$ cat config.mk
export PLATFORM = sky130hd
export DESIGN_NAME = motor3_six_step_seq_flat
export DESIGN_NICKNAME = d
export VERILOG_FILES = /design/src/rtl/motor3_six_step_seq_pkg.sv /design/src/rtl/motor3_six_step_seq_if.sv /design/src/rtl/motor3_six_step_seq_updown_sat.sv /design/src/rtl/motor3_six_step_seq.sv /design/src/flat_wrapper.sv
export SDC_FILE = /design/constraint.sdc
export NUM_CORES = 1
export LEC_CHECK = 0
export ABC_CLOCK_PERIOD_IN_PS = 4900
export BUFFER_PORTS_ARGS = -buffer_cell sky130_fd_sc_hd__buf_2
export CAP_MARGIN = 20
export CORE_ASPECT_RATIO = 1.25
export CORE_UTILIZATION = 50
export CTS_CLUSTER_DIAMETER = 50
export CTS_CLUSTER_SIZE = 28
export DETAILED_ROUTE_END_ITERATION = 16
export PLACE_DENSITY = 0.74
export REMOVE_ABC_BUFFERS = 1
export SLEW_MARGIN = 10
export SYNTH_ARGS = -nofsm -noshare
export SYNTH_HDL_FRONTEND = slang
export SYNTH_SLANG_ARGS = --single-unit
$ cat constraint.sdc
create_clock -name clkI -period 4.9 [get_ports clkI]
set_input_delay 0.98 -clock clkI [delete_from_list [all_inputs] [get_ports clkI]]
set_output_delay 0.98 -clock clkI [all_outputs]
set_load 0.05 [all_outputs]
$ cat src/rtl/motor3_six_step_seq_pkg.sv
// Shared constants, FSM state type and step-table helpers for the three-phase
// six-step commutation sequencer.
package motor3_pkg;

  localparam logic [1:0] CODE_OFF  = 2'd0;
  localparam logic [1:0] CODE_LOW  = 2'd1;
  localparam logic [1:0] CODE_HIGH = 2'd2;

  localparam int unsigned STEP_THRESH = 166667;
  localparam int unsigned DEAD_CYC    = 2;
  localparam int unsigned PWM_PERIOD  = 15;

  localparam int unsigned FREQ_MIN  = 1;
  localparam int unsigned FREQ_MAX  = 1000;
  localparam int unsigned FREQ_RST  = 100;
  localparam int unsigned POWER_MAX = 15;

  localparam int ACC_W   = 20;
  localparam int FREQ_W  = 10;
  localparam int POWER_W = 4;

  typedef enum logic [1:0] {
    ST_IDLE  = 2'd0,
    ST_RUN   = 2'd1,
    ST_DEAD  = 2'd2,
    ST_BRAKE = 2'd3
  } motor3_state_e;

  function automatic logic [2:0] stepNext(input logic [2:0] s, input logic inv);
    if (inv) return (s == 3'd0) ? 3'd5 : s - 3'd1;
    return (s == 3'd5) ? 3'd0 : s + 3'd1;
  endfunction

  // Returns {a, b, c}; hiOn gates the PWM'd high-side phase of the step.
  function automatic logic [5:0] stepCodes(input logic [2:0] s, input logic hiOn);
    logic [1:0] hi;
    hi = hiOn ? CODE_HIGH : CODE_OFF;
    case (s)
      3'd0:    return {hi, CODE_LOW, CODE_OFF};
      3'd1:    return {hi, CODE_OFF, CODE_LOW};
      3'd2:    return {CODE_OFF, hi, CODE_LOW};
      3'd3:    return {CODE_LOW, hi, CODE_OFF};
      3'd4:    return {CODE_LOW, CODE_OFF, hi};
      3'd5:    return {CODE_OFF, CODE_LOW, hi};
      default: return {CODE_OFF, CODE_OFF, CODE_OFF};
    endcase
  endfunction

endpackage

$ cat src/rtl/motor3_six_step_seq_if.sv
// Control and gate-drive bundle of the six-step sequencer.
// No valid/ready handshake: start/forceStop/invRotate are levels, the four
// INC/DEC lines act on their 0->1 edge, and every output is a registered level.
interface motor3_six_step_seq_if;
  import motor3_pkg::*;

  logic                m3startI;
  logic                m3forceStopI;
  logic                m3invRotateI;
  logic                m3freqINCi;
  logic                m3freqDECi;
  logic                m3powerINCi;
  logic                m3powerDECi;
  logic [1:0]          aD1U2O;
  logic [1:0]          bD1U2O;
  logic [1:0]          cD1U2O;
  logic [9:0]          freqO;
  logic [3:0]          powerO;
  logic [2:0]          stepO;
  logic                runningO;
  motor3_state_e       stateDbgO;

  modport master (
    output m3startI, m3forceStopI, m3invRotateI,
           m3freqINCi, m3freqDECi, m3powerINCi, m3powerDECi,
    input  aD1U2O, bD1U2O, cD1U2O, freqO, powerO, stepO, runningO, stateDbgO
  );

  modport slave (
    input  m3startI, m3forceStopI, m3invRotateI,
           m3freqINCi, m3freqDECi, m3powerINCi, m3powerDECi,
    output aD1U2O, bD1U2O, cD1U2O, freqO, powerO, stepO, runningO, stateDbgO
  );

endinterface

$ cat src/rtl/motor3_six_step_seq_updown_sat.sv
// Rising-edge-triggered up/down counter saturating in [MIN_V, MAX_V].
module motor3_updown_sat #(
  parameter int          W     = 4,
  parameter int unsigned MIN_V = 0,
  parameter int unsigned MAX_V = 15,
  parameter int unsigned RST_V = 0
) (
  input  logic         clkI,
  input  logic         rstI,
  input  logic         incI,
  input  logic         decI,
  output logic [W-1:0] valueO
);

  localparam logic [W-1:0] MIN_L = W'(MIN_V);
  localparam logic [W-1:0] MAX_L = W'(MAX_V);
  localparam logic [W-1:0] RST_L = W'(RST_V);

  logic incQ;
  logic decQ;
  logic incRise;
  logic decRise;

  assign incRise = incI & ~incQ;
  assign decRise = decI & ~decQ;

  // Coincident INC and DEC edges cancel.
  always_ff @(posedge clkI) begin
    if (rstI) begin
      incQ   <= 1'b0;
      decQ   <= 1'b0;
      valueO <= RST_L;
    end else begin
      incQ <= incI;
      decQ <= decI;
      if (incRise && !decRise && (valueO < MAX_L)) begin
        valueO <= valueO + W'(1);
      end else if (decRise && !incRise && (valueO > MIN_L)) begin
        valueO <= valueO - W'(1);
      end
    end
  end

endmodule

$ cat src/rtl/motor3_six_step_seq.sv
// Six-step BLDC commutation sequencer: phase accumulator sets step rate,
// PWM chops the high side, and a dead window separates every step change.
module motor3_six_step_seq
  import motor3_pkg::*;
(
  input  logic                  clkI,
  input  logic                  rstI,
  motor3_six_step_seq_if.slave  m3
);

  motor3_state_e        state;
  motor3_state_e        stateNext;
  logic [ACC_W-1:0]     acc;
  logic [ACC_W:0]       accSum;
  logic [ACC_W:0]       accWrap;
  logic                 stepReq;
  logic [2:0]           step;
  logic [3:0]           pwmCnt;
  logic                 pwmOn;
  logic [1:0]           zeroCnt;
  logic                 zeroDone;
  logic [FREQ_W-1:0]    freq;
  logic [POWER_W-1:0]   power;
  logic [5:0]           codes;
  logic                 runningN;

  motor3_updown_sat #(
    .W(FREQ_W), .MIN_V(FREQ_MIN), .MAX_V(FREQ_MAX), .RST_V(FREQ_RST)
  ) freqCtr (
    .clkI(clkI), .rstI(rstI),
    .incI(m3.m3freqINCi), .decI(m3.m3freqDECi),
    .valueO(freq)
  );

  motor3_updown_sat #(
    .W(POWER_W), .MIN_V(0), .MAX_V(POWER_MAX), .RST_V(0)
  ) powerCtr (
    .clkI(clkI), .rstI(rstI),
    .incI(m3.m3powerINCi), .decI(m3.m3powerDECi),
    .valueO(power)
  );

  assign accSum   = {1'b0, acc} + (ACC_W+1)'(freq);
  assign accWrap  = accSum - (ACC_W+1)'(STEP_THRESH);
  assign stepReq  = (accSum >= (ACC_W+1)'(STEP_THRESH));
  assign pwmOn    = (pwmCnt < power);
  // zeroCnt measures dwell in the current state; IDLE also honours it so a
  // restart can never put a phase from LOW to HIGH without the dead window.
  assign zeroDone = (zeroCnt == 2'(DEAD_CYC - 1));

  always_ff @(posedge clkI) begin
    if (rstI) state <= ST_IDLE;
    else      state <= stateNext;
  end

  always_comb begin
    stateNext = state;
    case (state)
      ST_IDLE: begin
        if (m3.m3forceStopI)                  stateNext = ST_BRAKE;
        else if (m3.m3startI && zeroDone)     stateNext = ST_RUN;
      end
      ST_RUN: begin
        if (m3.m3forceStopI)                  stateNext = ST_DEAD;
        else if (!m3.m3startI)                stateNext = ST_IDLE;
        else if (stepReq)                     stateNext = ST_DEAD;
      end
      ST_DEAD: begin
        if (m3.m3forceStopI) begin
          if (zeroDone)                       stateNext = ST_BRAKE;
        end else if (!m3.m3startI)            stateNext = ST_IDLE;
        else if (zeroDone)                    stateNext = ST_RUN;
      end
      ST_BRAKE: begin
        if (!m3.m3forceStopI)                 stateNext = ST_IDLE;
      end
      default:                                stateNext = ST_IDLE;
    endcase
  end

  always_comb begin
    codes    = {CODE_OFF, CODE_OFF, CODE_OFF};
    runningN = 1'b0;
    case (state)
      ST_RUN: begin
        runningN = 1'b1;
        codes    = stepCodes(step, pwmOn);
      end
      ST_DEAD:  runningN = 1'b1;
      ST_BRAKE: codes    = {CODE_LOW, CODE_LOW, CODE_LOW};
      default:  ;
    endcase
  end

  // The step advances on leaving RUN so the dead window already carries it.
  always_ff @(posedge clkI) begin
    if (rstI) begin
      acc     <= '0;
      step    <= '0;
      pwmCnt  <= '0;
      zeroCnt <= '0;
    end else begin
      if (stateNext != state)  zeroCnt <= '0;
      else if (!zeroDone)      zeroCnt <= zeroCnt + 2'd1;

      if ((state == ST_IDLE) && (stateNext == ST_RUN)) begin
        acc    <= '0;
        step   <= '0;
        pwmCnt <= '0;
      end else if (state == ST_RUN) begin
        if (stepReq) begin
          acc  <= accWrap[ACC_W-1:0];
          step <= stepNext(step, m3.m3invRotateI);
        end else begin
          acc  <= accSum[ACC_W-1:0];
        end
        pwmCnt <= (pwmCnt == 4'(PWM_PERIOD - 1)) ? 4'd0 : pwmCnt + 4'd1;
      end
    end
  end

  always_ff @(posedge clkI) begin
    if (rstI) begin
      m3.aD1U2O   <= CODE_OFF;
      m3.bD1U2O   <= CODE_OFF;
      m3.cD1U2O   <= CODE_OFF;
      m3.stepO    <= '0;
      m3.runningO <= 1'b0;
    end else begin
      {m3.aD1U2O, m3.bD1U2O, m3.cD1U2O} <= codes;
      m3.stepO    <= step;
      m3.runningO <= runningN;
    end
  end

  assign m3.freqO     = freq;
  assign m3.powerO    = power;
  assign m3.stateDbgO = state;

endmodule

$ cat src/flat_wrapper.sv
// flat-port wrapper written by rule: the top's interface ports become plain ports
module motor3_six_step_seq_flat import motor3_pkg::*;
  (clkI, rstI, m3_m3startI, m3_m3forceStopI, m3_m3invRotateI, m3_m3freqINCi, m3_m3freqDECi, m3_m3powerINCi, m3_m3powerDECi, m3_aD1U2O, m3_bD1U2O, m3_cD1U2O, m3_freqO, m3_powerO, m3_stepO, m3_runningO, m3_stateDbgO);
  motor3_six_step_seq_if m3_i ();
  input  logic clkI;
  input  logic rstI;
  input wire logic [$bits(m3_i.m3startI)-1:0] m3_m3startI;
  input wire logic [$bits(m3_i.m3forceStopI)-1:0] m3_m3forceStopI;
  input wire logic [$bits(m3_i.m3invRotateI)-1:0] m3_m3invRotateI;
  input wire logic [$bits(m3_i.m3freqINCi)-1:0] m3_m3freqINCi;
  input wire logic [$bits(m3_i.m3freqDECi)-1:0] m3_m3freqDECi;
  input wire logic [$bits(m3_i.m3powerINCi)-1:0] m3_m3powerINCi;
  input wire logic [$bits(m3_i.m3powerDECi)-1:0] m3_m3powerDECi;
  output wire logic [$bits(m3_i.aD1U2O)-1:0] m3_aD1U2O;
  output wire logic [$bits(m3_i.bD1U2O)-1:0] m3_bD1U2O;
  output wire logic [$bits(m3_i.cD1U2O)-1:0] m3_cD1U2O;
  output wire logic [$bits(m3_i.freqO)-1:0] m3_freqO;
  output wire logic [$bits(m3_i.powerO)-1:0] m3_powerO;
  output wire logic [$bits(m3_i.stepO)-1:0] m3_stepO;
  output wire logic [$bits(m3_i.runningO)-1:0] m3_runningO;
  output wire logic [$bits(m3_i.stateDbgO)-1:0] m3_stateDbgO;
  assign m3_i.m3startI = m3_m3startI;
  assign m3_i.m3forceStopI = m3_m3forceStopI;
  assign m3_i.m3invRotateI = m3_m3invRotateI;
  assign m3_i.m3freqINCi = m3_m3freqINCi;
  assign m3_i.m3freqDECi = m3_m3freqDECi;
  assign m3_i.m3powerINCi = m3_m3powerINCi;
  assign m3_i.m3powerDECi = m3_m3powerDECi;
  assign m3_aD1U2O = m3_i.aD1U2O;
  assign m3_bD1U2O = m3_i.bD1U2O;
  assign m3_cD1U2O = m3_i.cD1U2O;
  assign m3_freqO = m3_i.freqO;
  assign m3_powerO = m3_i.powerO;
  assign m3_stepO = m3_i.stepO;
  assign m3_runningO = m3_i.runningO;
  assign m3_stateDbgO = m3_i.stateDbgO;
  motor3_six_step_seq u_core (.clkI(clkI), .rstI(rstI), .m3(m3_i));
endmodule
==> results by group, run 1 <==
Run status
  • Status: finished, violations left
  • Failing checks: DRC

Synth
  • Synth Flop Type: dfxtp_1
  • EDFF count, synth: 0
  • Mapped Avg Cell Area: 7.71 sq um
  • Top post-synthesis cells by area: dfxtp_1 (27%), ha_1 (7.3%), nor2_1 (6.0%)
  • Synth cell types: 73
  • Netlist Area Pre-Place: about 0.0043 sq mm
  • Commonest cells post-synth: nor2_1 (69), dfxtp_1 (59), nand2_1 (46)
  • YS warnings: 0
  • Synth top area share: 0.275
  • Cells after Synth: between 500 and 600
  • Most frequent cell after synthesis: nor2_1
  • Register area share after synthesis: 0.275
  • Post-synth ARST share: 0
  • Post-synthesis register bit count: 59
  • Yosys top cell by area: dfxtp_1

Timing
  • F_max: 227 MHz
  • Slew of the pin with the lowest slew margin: 1.02 ns
  • Final clock skew: ~0.013 ns
  • Max-slew headroom: 0.318
  • Setup_tns: 0 ns
  • RSZ-0062 raised after global routing: no
  • Fin crit share: 0.901
  • Fin crit period: 4.41 ns
  • Final setup fails: 0
  • Hold Violations, Final: 0
  • Max Slew Vio Count: 0

Power and ir drop
  • Max VDD drop: 0.187 mV
  • Total Power: 2110 uW
  • Power density over cell area: around 450 mW/mm^2
  • Pleak: between 0.0015 and 0.002 uW

Clocking
  • Post-CTS setup buffers: 0
  • Root Buffer: clkbuf_8
  • Sink Count: just under 60
  • Clock Latency Late Sink: around 0.35 ns
  • Post-CTS resize count: 0
  • Clock transition at the registers of the reported paths: roughly 0.07 ns
  • H-Tree Depth: 3
  • Cts bufs inserted: 9
  • TritonCTS clock tree: done
  • Hold Buf Count CTS: 0
  • CTS max path bufs: 2

GRT
  • Largest net degree at the start of global routing: 46
  • First-pass GRT wire length: 17,100 microns
  • Grt total ovfl: 0
  • GRT Total Usage: 0.242
  • Vias in the first global route: 3,782
  • Antenna violations before repair: 0

Layout
  • Final instance area: 0.00471 sq mm
  • Share of layout cells above drive strength 1: 0.124
  • Ant diodes: 0
  • Layout area overhead: 9.70%
  • Nets@finish: 620

Routing
  • Total routed wirelength: 10,600 microns
  • Drc violations: 1
  • Post-DRT Antenna Nets: 0
  • DR WL/cell: 15.5 microns
  • Vias post-DR: 4,117
  • Drt first pass iters: 12
  • Initial DRC Count: between 200 and 250
  • Post-DR vias/cell: 6.00

Setup path
  • CP delay by family, top: compound AO/OA/AOI/OAI gates
  • Crit path capture type: register
  • CP arrival: ~4.7 ns
  • Reg2reg start: u_core.freqCtr.valueO[0]$_SDFFE_PP0P_
  • CP max stage delay: 0.82 ns
  • Critical path peak fanout: 11
  • Reg2reg path depth: 14
  • WP data required: 5.14 ns
  • R2R Setup Slk: 0.49 ns
  • Critical-path top delay cell: o211ai_1
  • Cell Chain, Critical Path: ha_1 -> inv_1 -> fa_1 -> nand2b_1 -> a211oi_1 -> a211o_1 -> xnor2_1 -> or3b_4 -> o21bai_2 -> a211oi_2 -> o211ai_1 -> a21oi_1 -> o2111ai_1 -> or3b_1
  • Worst path bufs/invs: 1
  • R2r endpoint: u_core.acc[14]$_SDFFE_PP0P_
  • CP startpoint kind: register
  • WS Path Type: register to register

Die
  • Core area: slightly above 0.008 sq mm
  • Starting Density: 0.518
  • Row cnt: 37
  • Die area: roughly 0.0090 sq mm
  • Die Y: 106 microns
  • Io pins: 35
  • Die W: approximately 85 microns

Worst hold path
  • Hold Path Depth: 2
  • Min-delay worst type: register to register
  • Hold Path End: u_core.acc[8]$_SDFFE_PP0P_
  • HP Start: u_core.acc[8]$_SDFFE_PP0P_

Placed design
  • GP Congestion: ~0.96
  • Dpl cell area: 0.00452 sq mm
  • IO buf count: 34
  • HPWL Detailed: about 7700 microns

Flow run
  • Max-Cap Viols: 0
-- through the flow --
| step | util | hold WS (ns) | setup WS (ns) | std cells |
|---|---|---|---|---|
| 3_3_place_gp | 0.546 | 0.478 | 0.742 | 670 |
| 4_1_cts | 0.569 | 0.492 | 0.581 | 686 |
| 3_5_place_dp | 0.546 | 0.483 | 0.587 | 670 |
| 5_1_grt | 0.569 | 0.517 | 0.217 | 686 |
| 2_1_floorplan | - | 0.465 | 0.654 | 534 |
| 6_report | 0.569 | 0.491 | 0.487 | 686 |
-- cell usage in the layout, fill, tap and decap left out, types with 8 or more instances in the layout --
| cell type | n |
|---|---|
| a211oi_1 | 13 |
| a21oi_1 | 39 |
| a31oi_1 | 9 |
| buf_2 | 34 |
| clkbuf_8 | 13 |
| dfxtp_1 | 59 |
| ha_1 | 25 |
| inv_1 | 27 |
| mux2i_1 | 9 |
| nand2_1 | 46 |
| nand2b_1 | 16 |
| nand3_1 | 15 |
| nand4_1 | 12 |
| nor2_1 | 69 |
| nor2b_1 | 8 |
| nor3_1 | 19 |
| o21ai_0 | 28 |
| or3_1 | 10 |
| xnor2_1 | 22 |
| xor2_1 | 12 |
-- how the worst max path moves through the flow --
stage	startpoint	end	depth (start not counted)
6_report	u_core.freqCtr.valueO[0]$_SDFFE_PP0P_	u_core.acc[14]$_SDFFE_PP0P_	14
5_1_grt	u_core.freqCtr.valueO[0]$_SDFFE_PP0P_	u_core.acc[14]$_SDFFE_PP0P_	14
4_1_cts	u_core.freqCtr.valueO[0]$_SDFFE_PP0P_	u_core.acc[14]$_SDFFE_PP0P_	14
3_5_place_dp	u_core.freqCtr.valueO[0]$_SDFFE_PP0P_	u_core.acc[14]$_SDFFE_PP0P_	14
3_3_place_gp	u_core.freqCtr.valueO[0]$_SDFFE_PP0P_	u_core.acc[14]$_SDFFE_PP0P_	14
2_1_floorplan	u_core.freqCtr.valueO[0]$_SDFFE_PP0P_	u_core.acc[14]$_SDFFE_PP0P_	14
-- routing by layer --
layer	vias up	part of all wire	GRT usage
met1	1942	0.44	0.271
met3	21	0.034	0.0462
met4	0	0.026	0.119
li1	2056	-	-
met5	-	0	0
met2	98	0.50	0.435
-- report_power, final --
part           total [uW]  switching, uW  internal (uW)  leakage, uW
sequential            648           86.8            561     0.000481
combinational        1030            671            360      0.00135
clock                 433            194            239    0.0000997
total                2110            952           1160      0.00193
-- logic make-up (layout without fill, tap and decap cells) --
logic type / Yosys count / in the layout / synth area share
mux: 11 / 11 / 0.0262
buf+inv: 50 / 82 / 0.0478
simple gates: 230 / 230 / 0.267
compound gates: 146 / 146 / 0.232
fa+ha+maj: 27 / 27 / 0.0821
xor+xnor: 34 / 34 / 0.0693
flops: 59 / 59 / 0.275
-- registers in the layout, indices dropped and copies added (netlist names) --
signal,count
u_core.zeroCnt,2
u_core.powerCtr.valueO,4
u_core.pwmCnt,4
u_core.freqCtr.valueO,10
u_core.powerCtr.incQ,1
u_core.step,3
u_core.m3.stateDbgO,2
u_core.m3.bD1U2O,2
u_core.freqCtr.incQ,1
u_core.acc,20
u_core.m3.stepO,3
u_core.powerCtr.decQ,1
u_core.freqCtr.decQ,1
u_core.m3.runningO,1
u_core.m3.cD1U2O,2
u_core.m3.aD1U2O,2
-- worst register-to-register path, stage by stage (launching register included) --
cell and delay [ns]:
dfxtp_1 0.45, ha_1 0.24, inv_1 0.06, fa_1 0.39, nand2b_1 0.22, a211oi_1 0.27, a211o_1 0.15, xnor2_1 0.10
or3b_4 0.44, o21bai_2 0.25, a211oi_2 0.13, o211ai_1 0.83, a21oi_1 0.19, o2111ai_1 0.25, or3b_1 0.35
-- final cells by class --
cell class                      count  area (sq um)
Clock buffer                       15           186
Clock inverter                      1          5.00
Fill cell                         768          3570
Inverter                           27           101
Multi-Input combinational cell    448          2910
Sequential cell                    59          1180
Tap cell                           97           121
Timing Repair Buffer               39           208
No activity file was read; power rests on OpenSTA's default activity.
==> run 2, diff against run 1 <==
Settings changed: ABC_CLOCK_PERIOD_IN_PS 4900 to 3800, PLACE_DENSITY 0.74 to 0.77.
Clock period 4.9 ns to 3.8 ns, I/O delays scaled along.
==> run 2 against run 1 <==
The run still ends with DRC left. Combinational power rose by 45%. Core utilization rose by 4.5 points. Hold slack improved by 0.00066 ns. Final area rose by 7.9%. Via count rose by 5.5%. Critical endpoint is now u_core.acc[11]$_SDFFE_PP0P_. Largest power group unchanged.
==> results by group, run 2 (synthesis results as in run 1) <==
Layout
  • Filler cell count: 733 (-4.6%)
  • Most frequent cells in the layout: nor2_1 (68), dfxtp_1 (59), nand2_1 (46), a21oi_1 (38), buf_2 (34)
  • Nets@finish: 647 (+4.4%)
  • Share of layout cells above drive strength 1: 0.188 (+0.0644)
  • Largest Register: u_core.acc
  • Layout area overhead: 18.4%
  • Max FFs per register: 20 (unchanged)
  • Regs by FF count: u_core.acc x20, u_core.freqCtr.valueO x10
  • Ant diodes: 0 (unchanged)
  • Commonest non-fill, non-tap cell in the layout: nor2_1

Run status
  • Status: finished, violations left
  • Failing checks: DRC

Setup path
  • Crit path capture type: register
  • Critical path peak fanout: 7 (-4)
  • CP startpoint kind: register
  • Reg2reg path depth: 15 (+1)
  • R2r endpoint: u_core.acc[11]$_SDFFE_PP0P_
  • Reg2reg start: u_core.freqCtr.valueO[0]$_SDFFE_PP0P_
  • CP arrival: 4.00 ns (-0.65 ns)
  • WS Path Type: register to register
  • WP data required: 4.11 ns (-1.03 ns)
  • R2R Setup Slk: 0.11 ns (-0.37 ns)

Timing
  • Crit path setup slack, layout: 0.113 ns (-0.374 ns)
  • Fin crit period: 3.69 ns (-0.726 ns)
  • Slew of the pin with the lowest slew margin: 0.822 ns (-0.196 ns)
  • F_max: 271 MHz (+20%)
  • Max Slew Vio Count: 0 (unchanged)
  • Final setup fails: 0 (unchanged)
  • Hold Violations, Final: 0 (unchanged)
  • Hold slack final: 0.492 ns (+0.000656 ns)
  • Final clock skew: 0.00980 ns (-0.00284 ns)
  • Max-slew headroom: 0.445 (+0.127)
  • Fin crit share: 0.970 (+0.0697)

Placed design
  • IO buf count: 34 (unchanged)
  • GP Congestion: 0.935 (-2.9%)
  • Dpl ws: -0.0749 ns (-0.662 ns)
  • HPWL Detailed: 8040 microns (+3.9%)

Clocking
  • CTS max path bufs: 2 (unchanged)
  • Root Buffer: clkbuf_8
  • Sink Count: 59 (unchanged)
  • Clock Latency Late Sink: 0.36 ns (about the same)
  • Cts bufs inserted: 9 (unchanged)
  • TritonCTS clock tree: done
  • Hold Buf Count CTS: 0 (unchanged)
  • Clock transition at the registers of the reported paths: 0.08 ns (about the same)
  • H-Tree Depth: 3 (unchanged)

Die
  • Die area: 0.00897 sq mm (unchanged)
  • Row cnt: 37 (unchanged)
  • Io pins: 35 (unchanged)
  • Core area: 0.00829 sq mm (unchanged)
  • Starting Density: 0.518 (unchanged)
  • Die Y: 106 microns (unchanged)
  • Die W: 84.9 microns (unchanged)

Power and ir drop
  • Max VDD drop: 0.324 mV (+73%)
  • Pint: 1650 uW (+42%)
  • Sequential Power Share: 0.278 (-0.029)
  • Comb power frac: 0.501 (+0.013)
  • Pleak: 0.00208 uW (+7.9%)
  • Net Sw Frac: 0.447 (-0.00334)
  • Power density over cell area: 586 mW/mm^2 (+31%)
  • Net switching power: 1330 uW (+40%)
  • Clock power share: 0.221 (+0.016)
  • Total Power: 2980 uW (+41%)

Routing
  • Vias post-DR: 4,345 (+5.5%)
  • Post-DRT Antenna Nets: 0 (unchanged)
  • Post-DR vias/cell: 6.09 (+1.5%)
  • Drt first pass iters: 11 (-1)
  • Total routed wirelength: 11,200 microns (+5.1%)
  • Initial DRC Count: 224 (+4.2%)
  • Drc violations: 2 (+1)
  • DR WL/cell: 15.7 microns (+1.2%)

GRT
  • Largest net degree at the start of global routing: 45 (-2.2%)
  • First-pass GRT wire length: 17,900 microns (+4.5%)
  • GRT Total Usage: 0.248 (+0.00636)
  • Global Route met1 Usage: 0.280 (+0.00864)
  • Grt total ovfl: 0 (unchanged)
  • Antenna violations before repair: 0 (unchanged)
  • Vias in the first global route: 4,019 (+6.3%)
  • Grt peak-use layer: met2
  • GR Util met3: 0.0399 (-0.00626)
  • Met2 GRT Util: 0.436 (+0.00116)

Worst hold path
  • Hold Path End: u_core.acc[3]$_SDFFE_PP0P_
  • Hold Path Depth: 2 (unchanged)
  • HP Start: u_core.acc[3]$_SDFFE_PP0P_
  • Min-delay worst type: register to register

Flow run
  • Max-Cap Viols: 0 (unchanged)
==> run 2: layer usage <==
metal / part of all wire / wire length (microns) / vias to the layer above
li1: - / - / 2113
met3: 0.046 / 514 / 41
met1: 0.40 / 4500 / 2045
met2: 0.50 / 5610 / 146
met5: 0 / 0 / -
met4: 0.048 / 533 / 0
==> run 2: power groups by stage <==
stage	sequential, uW	clock, uW	combinational (uW)
6_report	828	660	1490
5_1_grt	842	697	1630
4_1_cts	823	667	1400
3_5_place_dp	837	0	1390
3_3_place_gp	831	0	1350
2_1_floorplan	958	0	889
==> run 2: worst max path at each step <==
stage                                           from                     endpoint  slack (ns)
2_1_floorplan  u_core.freqCtr.valueO[0]$_SDFFE_PP0P_  u_core.acc[14]$_SDFFE_PP0P_       -0.45
3_3_place_gp   u_core.freqCtr.valueO[0]$_SDFFE_PP0P_  u_core.acc[14]$_SDFFE_PP0P_        0.14
3_5_place_dp   u_core.freqCtr.valueO[0]$_SDFFE_PP0P_  u_core.acc[11]$_SDFFE_PP0P_       -0.07
4_1_cts        u_core.freqCtr.valueO[0]$_SDFFE_PP0P_  u_core.acc[14]$_SDFFE_PP0P_        0.01
5_1_grt        u_core.freqCtr.valueO[4]$_SDFFE_PP0P_  u_core.acc[11]$_SDFFE_PP0P_       -0.07
6_report       u_core.freqCtr.valueO[0]$_SDFFE_PP0P_  u_core.acc[11]$_SDFFE_PP0P_        0.11
==> run 2: area by class of cell <==
cell class              instances  area, sq um  share of cell area
multi-input cells             449         3050               0.600
flip-flops and latches         59         1180               0.232
repair buffers                 65          403              0.0792
clock buffers                   9          124              0.0244
well taps                      97          121              0.0239
clock inverters                 7          101              0.0199
inverters                      27          101              0.0199
==> run 2: timing repair <==
| item | CTS | global route |
|---|---|---|
| setup buffers | 1 | 3 |
| hold endpoints to repair | 0 | 0 |
| cloned | 0 | 1 |
| endpoints found under the setup margin | 6 | 25 |
| pin swaps | 0 | 7 |
| gates resized for setup | 1 | 22 |
==> run 2: through the flow <==
step | instances | cell area (sq um) | setup TNS [ns] | util
floorplan | 534 | 4190 | -3.74 | -
global placement | 692 | 4690 | 0 | 0.565
detailed placement | 692 | 4690 | -0.138 | 0.565
CTS | 709 | 4920 | 0 | 0.594
global route | 713 | 5080 | -0.397 | 0.614
finish | 713 | 5080 | 0 | 0.614
==> run 2: worst max-delay path, cell delays in order, from the launching register on <==
cell      delay (ns)
dfxtp_1         0.35
ha_2            0.20
inv_1           0.06
fa_2            0.36
nand2b_4        0.18
a211oi_4        0.34
o31ai_4         0.15
nand2_1         0.12
mux2_2          0.35
and4_1          0.23
a31oi_4         0.21
o211ai_1        0.14
buf_4           0.20
and3_1          0.19
or4b_1          0.49
nand2_1         0.07
